===== src/rtl/branch_rs_pkg.sv =====
// Shared types and default sizes for the branch reservation station.
package branch_rs_pkg;

    localparam int NUM_ENTRIES_DEF = 4;
    localparam int TAG_W_DEF       = 4;
    localparam int XLEN_DEF        = 32;

    // Fall-through distance for a not-taken branch.
    localparam int PC_STEP = 4;

    // Branch comparison selector carried by every branch uop.
    typedef enum logic [2:0] {
        BR_EQ  = 3'd0,
        BR_NEQ = 3'd1,
        BR_LT  = 3'd2,
        BR_LTU = 3'd3,
        BR_GE  = 3'd4,
        BR_GEU = 3'd5,
        BR_DBR = 3'd6
    } br_func_e;

    // One source operand slot at the default widths: ready flag, value, producer tag.
    typedef struct packed {
        logic                 rdy;
        logic [XLEN_DEF-1:0]  val;
        logic [TAG_W_DEF-1:0] tag;
    } rs_src_t;

    // One station entry at the default widths.
    typedef struct packed {
        logic                 valid;
        br_func_e             func;
        logic [XLEN_DEF-1:0]  pc;
        logic [XLEN_DEF-1:0]  imm;
        logic [TAG_W_DEF-1:0] rob_tag;
        rs_src_t              src1;
        rs_src_t              src2;
    } rs_entry_t;

endpackage


===== src/rtl/branch_rs_alu.sv =====
// Combinational branch condition evaluator (the branchAlu).
module branch_rs_alu
    import branch_rs_pkg::*;
#(
    parameter int XLEN = XLEN_DEF
) (
    input  br_func_e          func,
    input  logic [XLEN-1:0]   src1,
    input  logic [XLEN-1:0]   src2,
    output logic              taken
);

    // Evaluate the selected comparison; Dbr and unused codes never take.
    always_comb begin
        taken = 1'b0;
        case (func)
            BR_EQ:   taken = (src1 == src2);
            BR_NEQ:  taken = (src1 != src2);
            BR_LT:   taken = ($signed(src1) <  $signed(src2));
            BR_LTU:  taken = (src1 <  src2);
            BR_GE:   taken = ($signed(src1) >= $signed(src2));
            BR_GEU:  taken = (src1 >= src2);
            default: taken = 1'b0;
        endcase
    end

endmodule


===== src/rtl/branch_rs.sv =====
// Branch reservation station: buffers branch uops until both operands are known,
// snoops the CDB for missing operands, issues one ready uop per cycle into the
// branch ALU and holds the resolved branch in an output register.
//
// Handshakes (valid/ready): a transfer happens on a rising edge where valid and
// ready are both high. Dispatch: disp_valid_in/disp_ready_out, disp_ready_out
// depends only on state, never on disp_valid_in. Result: res_valid_out/res_ready_in,
// res_* stay stable while res_valid_out && !res_ready_in, and a new result may
// replace the accepted one on the same edge.
module branch_rs
    import branch_rs_pkg::*;
#(
    parameter int NUM_ENTRIES = NUM_ENTRIES_DEF,
    parameter int TAG_W       = TAG_W_DEF,
    parameter int XLEN        = XLEN_DEF
) (
    input  logic              clk_in,
    input  logic              rst_n_in,
    input  logic              flush_in,
    input  logic              disp_valid_in,
    output logic              disp_ready_out,
    input  logic [2:0]        disp_brFunc_in,
    input  logic [XLEN-1:0]   disp_pc_in,
    input  logic [XLEN-1:0]   disp_imm_in,
    input  logic [TAG_W-1:0]  disp_robTag_in,
    input  logic              disp_src1_rdy_in,
    input  logic [XLEN-1:0]   disp_src1_val_in,
    input  logic [TAG_W-1:0]  disp_src1_tag_in,
    input  logic              disp_src2_rdy_in,
    input  logic [XLEN-1:0]   disp_src2_val_in,
    input  logic [TAG_W-1:0]  disp_src2_tag_in,
    input  logic              cdb_valid_in,
    input  logic [TAG_W-1:0]  cdb_tag_in,
    input  logic [XLEN-1:0]   cdb_val_in,
    output logic              res_valid_out,
    input  logic              res_ready_in,
    output logic [TAG_W-1:0]  res_robTag_out,
    output logic              res_taken_out,
    output logic [XLEN-1:0]   res_nextPc_out
);

    localparam int IDX_W = (NUM_ENTRIES > 1) ? $clog2(NUM_ENTRIES) : 1;

    // Entry layout sized by this instance's parameters.
    typedef struct packed {
        logic              rdy;
        logic [XLEN-1:0]   val;
        logic [TAG_W-1:0]  tag;
    } src_t;

    typedef struct packed {
        logic              valid;
        br_func_e          func;
        logic [XLEN-1:0]   pc;
        logic [XLEN-1:0]   imm;
        logic [TAG_W-1:0]  rob_tag;
        src_t              src1;
        src_t              src2;
    } entry_t;

    entry_t            ent_q [NUM_ENTRIES];
    entry_t            disp_ent;
    logic              any_free;
    logic [IDX_W-1:0]  free_idx;
    logic              any_elig;
    logic [IDX_W-1:0]  issue_idx;
    logic              disp_fire;
    logic              issue_fire;
    logic              alu_taken;
    logic [XLEN-1:0]   alu_next_pc;

    // A waiting operand picks up the CDB value when its producer tag is broadcast.
    function automatic src_t snoop(input src_t s, input logic cv,
                                   input logic [TAG_W-1:0] ct, input logic [XLEN-1:0] cval);
        src_t r;
        r = s;
        if (!s.rdy && cv && (s.tag == ct)) begin
            r.rdy = 1'b1;
            r.val = cval;
        end
        return r;
    endfunction

    // Lowest-index free entry receives the next dispatched uop.
    always_comb begin
        any_free = 1'b0;
        free_idx = '0;
        for (int i = NUM_ENTRIES - 1; i >= 0; i--) begin
            if (!ent_q[i].valid) begin
                any_free = 1'b1;
                free_idx = IDX_W'(i);
            end
        end
    end

    // Lowest-index entry whose operands were both ready at cycle start issues.
    always_comb begin
        any_elig  = 1'b0;
        issue_idx = '0;
        for (int i = NUM_ENTRIES - 1; i >= 0; i--) begin
            if (ent_q[i].valid && ent_q[i].src1.rdy && ent_q[i].src2.rdy) begin
                any_elig  = 1'b1;
                issue_idx = IDX_W'(i);
            end
        end
    end

    assign disp_ready_out = any_free;
    assign disp_fire      = disp_valid_in && any_free && !flush_in;
    assign issue_fire     = any_elig && (!res_valid_out || res_ready_in) && !flush_in;

    // Build the incoming entry, including a same-cycle CDB wakeup of its sources.
    always_comb begin
        disp_ent          = '0;
        disp_ent.valid    = 1'b1;
        disp_ent.func     = br_func_e'(disp_brFunc_in);
        disp_ent.pc       = disp_pc_in;
        disp_ent.imm      = disp_imm_in;
        disp_ent.rob_tag  = disp_robTag_in;
        disp_ent.src1     = snoop({disp_src1_rdy_in, disp_src1_val_in, disp_src1_tag_in},
                                  cdb_valid_in, cdb_tag_in, cdb_val_in);
        disp_ent.src2     = snoop({disp_src2_rdy_in, disp_src2_val_in, disp_src2_tag_in},
                                  cdb_valid_in, cdb_tag_in, cdb_val_in);
    end

    branch_rs_alu #(
        .XLEN (XLEN)
    ) u_alu (
        .func  (ent_q[issue_idx].func),
        .src1  (ent_q[issue_idx].src1.val),
        .src2  (ent_q[issue_idx].src2.val),
        .taken (alu_taken)
    );

    assign alu_next_pc = alu_taken ? (ent_q[issue_idx].pc + ent_q[issue_idx].imm)
                                   : (ent_q[issue_idx].pc + XLEN'(PC_STEP));

    // Entry storage: dispatch write, issue release and CDB capture; flush empties all.
    always_ff @(posedge clk_in or negedge rst_n_in) begin
        if (!rst_n_in) begin
            for (int i = 0; i < NUM_ENTRIES; i++) begin
                ent_q[i] <= '0;
            end
        end else if (flush_in) begin
            for (int i = 0; i < NUM_ENTRIES; i++) begin
                ent_q[i].valid <= 1'b0;
            end
        end else begin
            for (int i = 0; i < NUM_ENTRIES; i++) begin
                if (disp_fire && (free_idx == IDX_W'(i))) begin
                    ent_q[i] <= disp_ent;
                end else if (issue_fire && (issue_idx == IDX_W'(i))) begin
                    ent_q[i].valid <= 1'b0;
                end else if (ent_q[i].valid) begin
                    ent_q[i].src1 <= snoop(ent_q[i].src1, cdb_valid_in, cdb_tag_in, cdb_val_in);
                    ent_q[i].src2 <= snoop(ent_q[i].src2, cdb_valid_in, cdb_tag_in, cdb_val_in);
                end
            end
        end
    end

    // Result register: load on issue, drop when accepted with nothing behind it.
    always_ff @(posedge clk_in or negedge rst_n_in) begin
        if (!rst_n_in) begin
            res_valid_out  <= 1'b0;
            res_robTag_out <= '0;
            res_taken_out  <= 1'b0;
            res_nextPc_out <= '0;
        end else if (flush_in) begin
            res_valid_out  <= 1'b0;
        end else if (issue_fire) begin
            res_valid_out  <= 1'b1;
            res_robTag_out <= ent_q[issue_idx].rob_tag;
            res_taken_out  <= alu_taken;
            res_nextPc_out <= alu_next_pc;
        end else if (res_ready_in) begin
            res_valid_out  <= 1'b0;
        end
    end

endmodule


===== config.mk =====
export PLATFORM = sky130hd
export DESIGN_NAME = branch_rs
export DESIGN_NICKNAME = d
export VERILOG_FILES = /design/src/rtl/branch_rs_pkg.sv /design/src/rtl/branch_rs_alu.sv /design/src/rtl/branch_rs.sv
export SDC_FILE = /design/constraint.sdc
export NUM_CORES = 2
export LEC_CHECK = 0
export CAP_MARGIN = 20
export CORE_ASPECT_RATIO = 1.2
export CORE_MARGIN = 1
export CORE_UTILIZATION = 45
export DETAILED_ROUTE_END_ITERATION = 16
export GPL_TIMING_DRIVEN = 0
export PLACE_DENSITY_LB_ADDON = 0.3
export SYNTH_ARGS = -nofsm -noshare
export SYNTH_HDL_FRONTEND = slang
export SYNTH_SLANG_ARGS = --single-unit
export TNS_END_PERCENT = 5

===== constraint.sdc =====
create_clock -name clk_in -period 5 [get_ports clk_in]
set_clock_uncertainty 0.05 [all_clocks]
set_input_delay 0.5 -clock clk_in [delete_from_list [all_inputs] [get_ports clk_in]]
set_output_delay 0.5 -clock clk_in [all_outputs]
set_load 0.005 [all_outputs]

==> Word level (Yosys, flattened, before mapping) <==
Cells that the tools add are included.
{ "classes": {"bitwise": 2, "n_shift": 0, "order_cmp": 5, "reduce_logical": 86, "multipliers": 0, "eq_ne": 27, "div": 0, "mux": 58, "n_addsub": 2} }
{ "op_table": {"columns": ["cell", "n"], "rows": [
  ["74-bit two-way mux", 12],
  ["33-bit two-way mux", 10],
  ["146-bit binary-select mux with 2-bit select", 1],
  ["145-bit two-way mux", 2],
  ["32-bit >= comparator", 2],
  ["32-bit < comparator", 2],
  ["4-bit == test", 10],
  ["1-bit logical AND", 40],
  ["32-bit by 3-bit adder with 32-bit output, second input constant", 1],
  ["32-bit adder", 1],
  ["32-bit == test", 1],
  ["32-bit two-way mux", 1],
  ["32-bit != test", 1],
  ["4-bit AND reduction", 8],
  ["2-bit nonzero test", 12],
  ["1-bit two-way mux", 23],
  ["2-bit two-way mux", 8],
  ["3-bit nonzero test", 5],
  ["1-bit zero test", 12],
  ["2-bit AND reduction", 5],
  ["2-bit == test, second input constant", 4],
  ["2-bit != test, second input constant", 4],
  ["3-bit by 2-bit == test with 1-bit output, second input constant", 2],
  ["3-bit == test, second input constant", 2],
  ["9 further kinds", 11]
]} }
{ "totals": {"out_inout_bits": 39, "n_memories": 0, "rom_bits": 0, "reg_bits": 622, "ram_bits": 0, "word_cells": 228, "latchBits": 0} }

==> Longest topological paths before layout <==
{ "logic_depth": {"ltp_word": 13, "depth_mapped": 23, "ltp_nobuf": 17} }

==> Hierarchy <==
From an unflattened synthesis, not the netlist that was laid out.
{ "unflattened": {"cells_unflattened": 3327, "area_unflattened_um2": 31943.1} }
{ "by_module_without_submodules": {"columns": ["mod", "cells_per_inst", "n_inst", "area_per_inst_um2"], "rows": [
  ["branch_rs", 3201, 1, 31013.5],
  ["branch_rs_alu", 126, 1, 929.6]
]} }

==> Worst setup path before layout <==
OpenSTA, ideal clock, no wires.
{ "synth_timing": {"path_kind": "reg2reg", "start": "register ent_q[583] (netlist bit)", "end": "register res_nextPc_out[31]", "arrival_time_ns": 4.955, "path_stages_with_launch": 23, "path_buffers": 7, "required_ns": 4.870, "setup_ns": 0.080, "slack_ns": -0.085, "cell_sequence": "dfrtp_1 > buf_4 > and3_4 > buf_6 > nor4_4 > buf_4 > buf_4 > clkbuf_1 > clkbuf_1 > a222oi_1 > a21boi_0 > ha_1 > a21o_1 > a21o_1 > a221oi_1 > a2bb2oi_1 > nand3_1 > a2111oi_0 > a211o_1 > buf_2 > nor2_4 > or4_4 > o211ai_2"} }
{ "synth_via": {"elab_chain_len": 10} }
{ "synth_lines": {"columns": ["item", "line_no", "rtl"], "rows": [
  ["start: declaration", "branch_rs.sv:61", "entry_t ent_q [NUM_ENTRIES];"],
  ["start signal: indexed assignment", "branch_rs.sv:151", "ent_q[i] <= disp_ent;"],
  ["1-bit logical AND * (2 in series)", "branch_rs.sv:101", "if (ent_q[i].valid && ent_q[i].src1.rdy && ent_q[i].src2.rdy) begin"],
  ["2-bit two-way mux", "branch_rs.sv:101", null],
  ["2-bit inverter with 3-bit output (implied by the code)", null, null],
  ["146-bit binary-select mux with 2-bit select", null, null],
  ["145-bit two-way mux (2 in series)", null, null],
  ["32-bit >= comparator (tied with other cells)", "branch_rs_alu.sv:22", "BR_GEU: taken = (src1 >= src2);"],
  ["1-bit one-hot mux with 6 select lines", "branch_rs_alu.sv:16", "case (func)"],
  ["32-bit two-way mux", "branch_rs.sv:135", "assign alu_next_pc = alu_taken ? (ent_q[issue_idx].pc + ent_q[issue_idx].imm)"],
  ["end signal: assignment", "branch_rs.sv:175", "res_nextPc_out <= alu_next_pc;"],
  ["end: declaration", "branch_rs.sv:39", "output logic [XLEN-1:0] res_nextPc_out"]
]} }
Mark *: on every way between the ends. The rest lies on a longest branch, timed or not. The select of a mux whose other input is x is not followed.
A chain may end at the register's enable or synchronous reset.

==> Worst setup path after layout <==
{ "layout_timing": {"start": "register ent_q[583] (netlist bit)", "end": "register res_nextPc_out[19]"} }
Same word-level chain as after synthesis.

==> run metrics <==
CTS root buf=clkbuf_16; synthesized area per cell=between 9 and 10 um^2; sequential share of power=40.3%; vias in the first global route=roughly 27000; MaxCap Viol Count=0; layout cells sized above 1=approximately 15%; initial core utilization=a little under half; Final nets=about 3800; Peak Freq=0.2017 GHz; Synth area leader=dfrtp_1; Buffers on Ports=between 150 and 200; family with the most delay on the worst path=compound AO/OA/AOI/OAI gates; die area=70920 um^2; Clk pwr share=between 30% and 40%; Final Max Slew Viols=0; DR WL/cell=23.51 um; Comb pwr share=29.5%; Max transition margin=approximately 16%; die height=slightly below 300 um; Post-Syn Nets=3499; EDFF count, synth=0; Critical Path Sink Type=flop; CTS tree=built; Iter 0 DRT Violations=between 2000 and 3000; drt pass-1 iters=8; crit path time final=around 5.0 ns; post-synth top area share=between 40% and 50%; Hold WC Path Type=in -> reg; Synth Area in Adders=around 2.6%; cell mode on critical path=buf_6; vias per cell=5.969; Int Power=~11 mW; worst-skew pair later-pin latency=approximately 0.62 ns; register area=15570 um^2; final std cells w/o fill=4532; net switching power figure=5.317 mW; GRT Residual Overflow=0; Data arrival, critical path=5.40 ns; VDD IR max=around 0.3 mV; Post-Synthesis Cells=around 3200; commonest register cell after synthesis=dfrtp_1; Synth Warn #=0; antenna-violating nets left=0; Max stage delay on crit path=approximately 0.37 ns; Slew @ Worst Pin=about 1.3 ns; final wirelength=~110000 um; Crit Path Category=reg -> reg; largest net degree at the start of global routing=~120; multi-input logic area=15230 um^2; main combinational cell family by area after synthesis=simple AND/OR/NAND/NOR gates; clock buffer depth=3; # fillers=6059; XOR/XNOR Fraction of Synth Area=2.396%; final setup violating endpoints=0; initial antenna violation count=10; global-route wire length before repair=around 160000 um; fraction of registers with async set/reset=between 90% and 100%; pwr/cell area=433.3 nW/um^2; RSZ-0062 raised after global routing=yes; Core Area=approximately 70000 um^2; IO Count=between 200 and 250; Final Cycle Share=approximately 99%; Worst-path clk slew=about 0.06 ns; Sink Count=622; crit path max fanout=8; startpoint types=flop; slowest CP cell=dfrtp_1; Post-Synthesis Cell Area=between 30000 and 40000 um^2; status=completed; Sw Share=roughly a third; dpl cells=4356; mux contribution to synthesized area=a little under an eighth; htree depth=3; DIE WIDTH=approximately 240 um; Util after Layout=a little under three fifths; Distinct cells, synth=79; post-synthesis simple-gate area fraction=between 15 and 20%; Final Hold Fails=0; Num CTS Buffers=about 70; Detailed Place HPWL=75070 um; #FFs+latches synth=622; CP required=5.44 ns; via count=between 20000 and 30000; Fin Hold WS=0.2276 ns; Area growth syn-to-layout=21.80%; post-synthesis compound-gate area fraction=roughly 14%; Tot Pwr=about 17 mW; top post-synthesis cells by area=dfrtp_1 (50%), mux2_2 (8.1%), nor2_1 (5.8%); CP Buf/Inv Count=10; Pleak=between 15 and 20 nW; sequential-to-total area share from yosys stat=about half; routability cong.=around 0.90; GRT Total Usage=between 30% and 40%; # rows=between 100 and 150; post-route DRC violation count=0
==> registers in the layout, summed over array words and instances (netlist names) <==
name	flops
res_taken_out	1
res_robTag_out	4
ent_q	584
res_valid_out	1
res_nextPc_out	32
==> cells in the mapped netlist (all sizes together) (9+ instances only) <==
master and n:
o22ai 222, clkbuf 186, o21a 10, mux2 226, and3 11, mux2i 114
and2 10, nand2b 19, ha 64, nand2 442, a22oi 26, a21o 24
a21boi 35, buf 63, a21oi 55, xor2 26, inv 34, dfrtp 622
a221oi 9, nor3 83, a222oi 47, xnor2 60, nor2 488, nand4 26
nand3 19, o21ai 183, o221ai 10, and4 17, a31oi 16
==> worst register-to-register path, stage by stage, from the launching register on <==
cell	delay, ns
dfrtp_1	0.37
buf_6	0.12
and3_4	0.17
buf_12	0.15
nor4_4	0.34
buf_6	0.19
clkbuf_16	0.19
buf_4	0.14
clkbuf_8	0.15
a222oi_1	0.08
a21boi_1	0.15
ha_1	0.19
a21o_1	0.17
a21o_1	0.19
a221oi_4	0.33
a2bb2oi_4	0.28
nor4bb_4	0.33
o21bai_1	0.12
a21boi_2	0.29
buf_6	0.17
nor2_4	0.05
buf_8	0.12
clkbuf_4	0.16
buf_4	0.14
a21oi_2	0.12
a21oi_1	0.09
==> path summary, 6_finish.rpt <==
check / start / to / slack (ns) / cells past startpoint
max: ent_q[583]$_DFFE_PN0P_ / res_nextPc_out[19]$_DFFE_PN0P_ / 0.04 / 25
min: cdb_val_in[14] / ent_q[164]$_DFFE_PN0P_ / 0.23 / 3
max reg2reg: ent_q[583]$_DFFE_PN0P_ / res_nextPc_out[19]$_DFFE_PN0P_ / 0.04 / 25
min reg2reg: ent_q[409]$_DFFE_PN0P_ / ent_q[409]$_DFFE_PN0P_ / 0.42 / 2
max in group asynchronous: rst_n_in / ent_q[22]$_DFFE_PN0P_ / 2.75 / 5
min in group asynchronous: rst_n_in / ent_q[85]$_DFFE_PN0P_ / 0.33 / 2
==> kinds of logic (layout without fill, tap and decap cells) <==
logic type | Yosys count | count (layout)
compound gates | 691 | 691
fa+ha+maj | 65 | 65
buf+inv | 283 | 651
simple gates | 1160 | 1161
flops | 622 | 622
other cells | 0 | 7
xor+xnor | 86 | 86
mux | 340 | 340
==> power groups by stage <==
stage	Clock (mW)	Sequential, mW	Combinational (mW)
global route	5.26	6.81	5.37
finish	5.01	6.69	4.89
global placement	0	6.76	4.15
detailed placement	0	6.75	4.26
floorplan	0	6.58	2.79
CTS	5.06	6.67	4.67
==> through the flow <==
step / setup WS, ns / setup TNS, ns / instance area [um^2]
5_1_grt: -0.07827 / -0.7209 / 38270
4_1_cts: 0.003988 / 0 / 37920
6_report: 0.04214 / 0 / 38290
2_1_floorplan: 0.04148 / 0 / 31440
3_3_place_gp: -25.38 / - / 34490
3_5_place_dp: -2.454 / -72.92 / 34710
==> routing by layer <==
metal | global-route usage [%] | routed length, um
met5 | 0 | 49
met3 | 4.739 | 7678
met4 | 16.08 | 5956
met2 | 50.28 | 51960
met1 | 37.16 | 40900
==> what timing repair did <==
| action | 4_1_cts | 5_1_grt |
|---|---|---|
| hold buffers | 1 | 0 |
| hold endpoints to repair | 41 | 0 |
| pin swaps | 23 | 28 |
| endpoints found under the setup margin | 33 | 28 |
| buffers inserted | 35 | 23 |
| resized for setup | 201 | 59 |
| gates cloned | 3 | 0 |
==> layout by cell type, fill, tap and decap left out, types with 19 or more instances in the layout <==
| master | count |
|---|---|
| dfrtp_1 | 616 |
| nor2_1 | 483 |
| nand2_1 | 439 |
| mux2_2 | 226 |
| o22ai_1 | 222 |
| clkdlybuf4s50_1 | 190 |
| clkbuf_1 | 163 |
| o21ai_0 | 141 |
| mux2i_1 | 107 |
| clkbuf_16 | 74 |
| nor3_1 | 73 |
| ha_1 | 63 |
| buf_4 | 61 |
| xnor2_1 | 60 |
| a21oi_1 | 48 |
| a222oi_1 | 47 |
| o21ai_1 | 38 |
| inv_1 | 34 |
| buf_1 | 26 |
| a22oi_1 | 26 |
| nand4_1 | 26 |
| xor2_1 | 26 |
| a21o_1 | 24 |
| clkbuf_8 | 23 |
| nand2b_1 | 19 |
==> final cells by class <==
| class | count | share of cell area (%) |
|---|---|---|
| inverters | 34 | 0.3333 |
| plain buffers | 241 | 3.513 |
| flip-flops and latches | 622 | 40.67 |
| repair buffers | 261 | 6.997 |
| clock buffers | 99 | 5.252 |
| well taps | 909 | 2.971 |
| multi-input cells | 2343 | 39.79 |
| diodes | 7 | 0.04575 |
| clock inverters | 16 | 0.4249 |
Note: power is estimated with default switching activity, not from simulation.
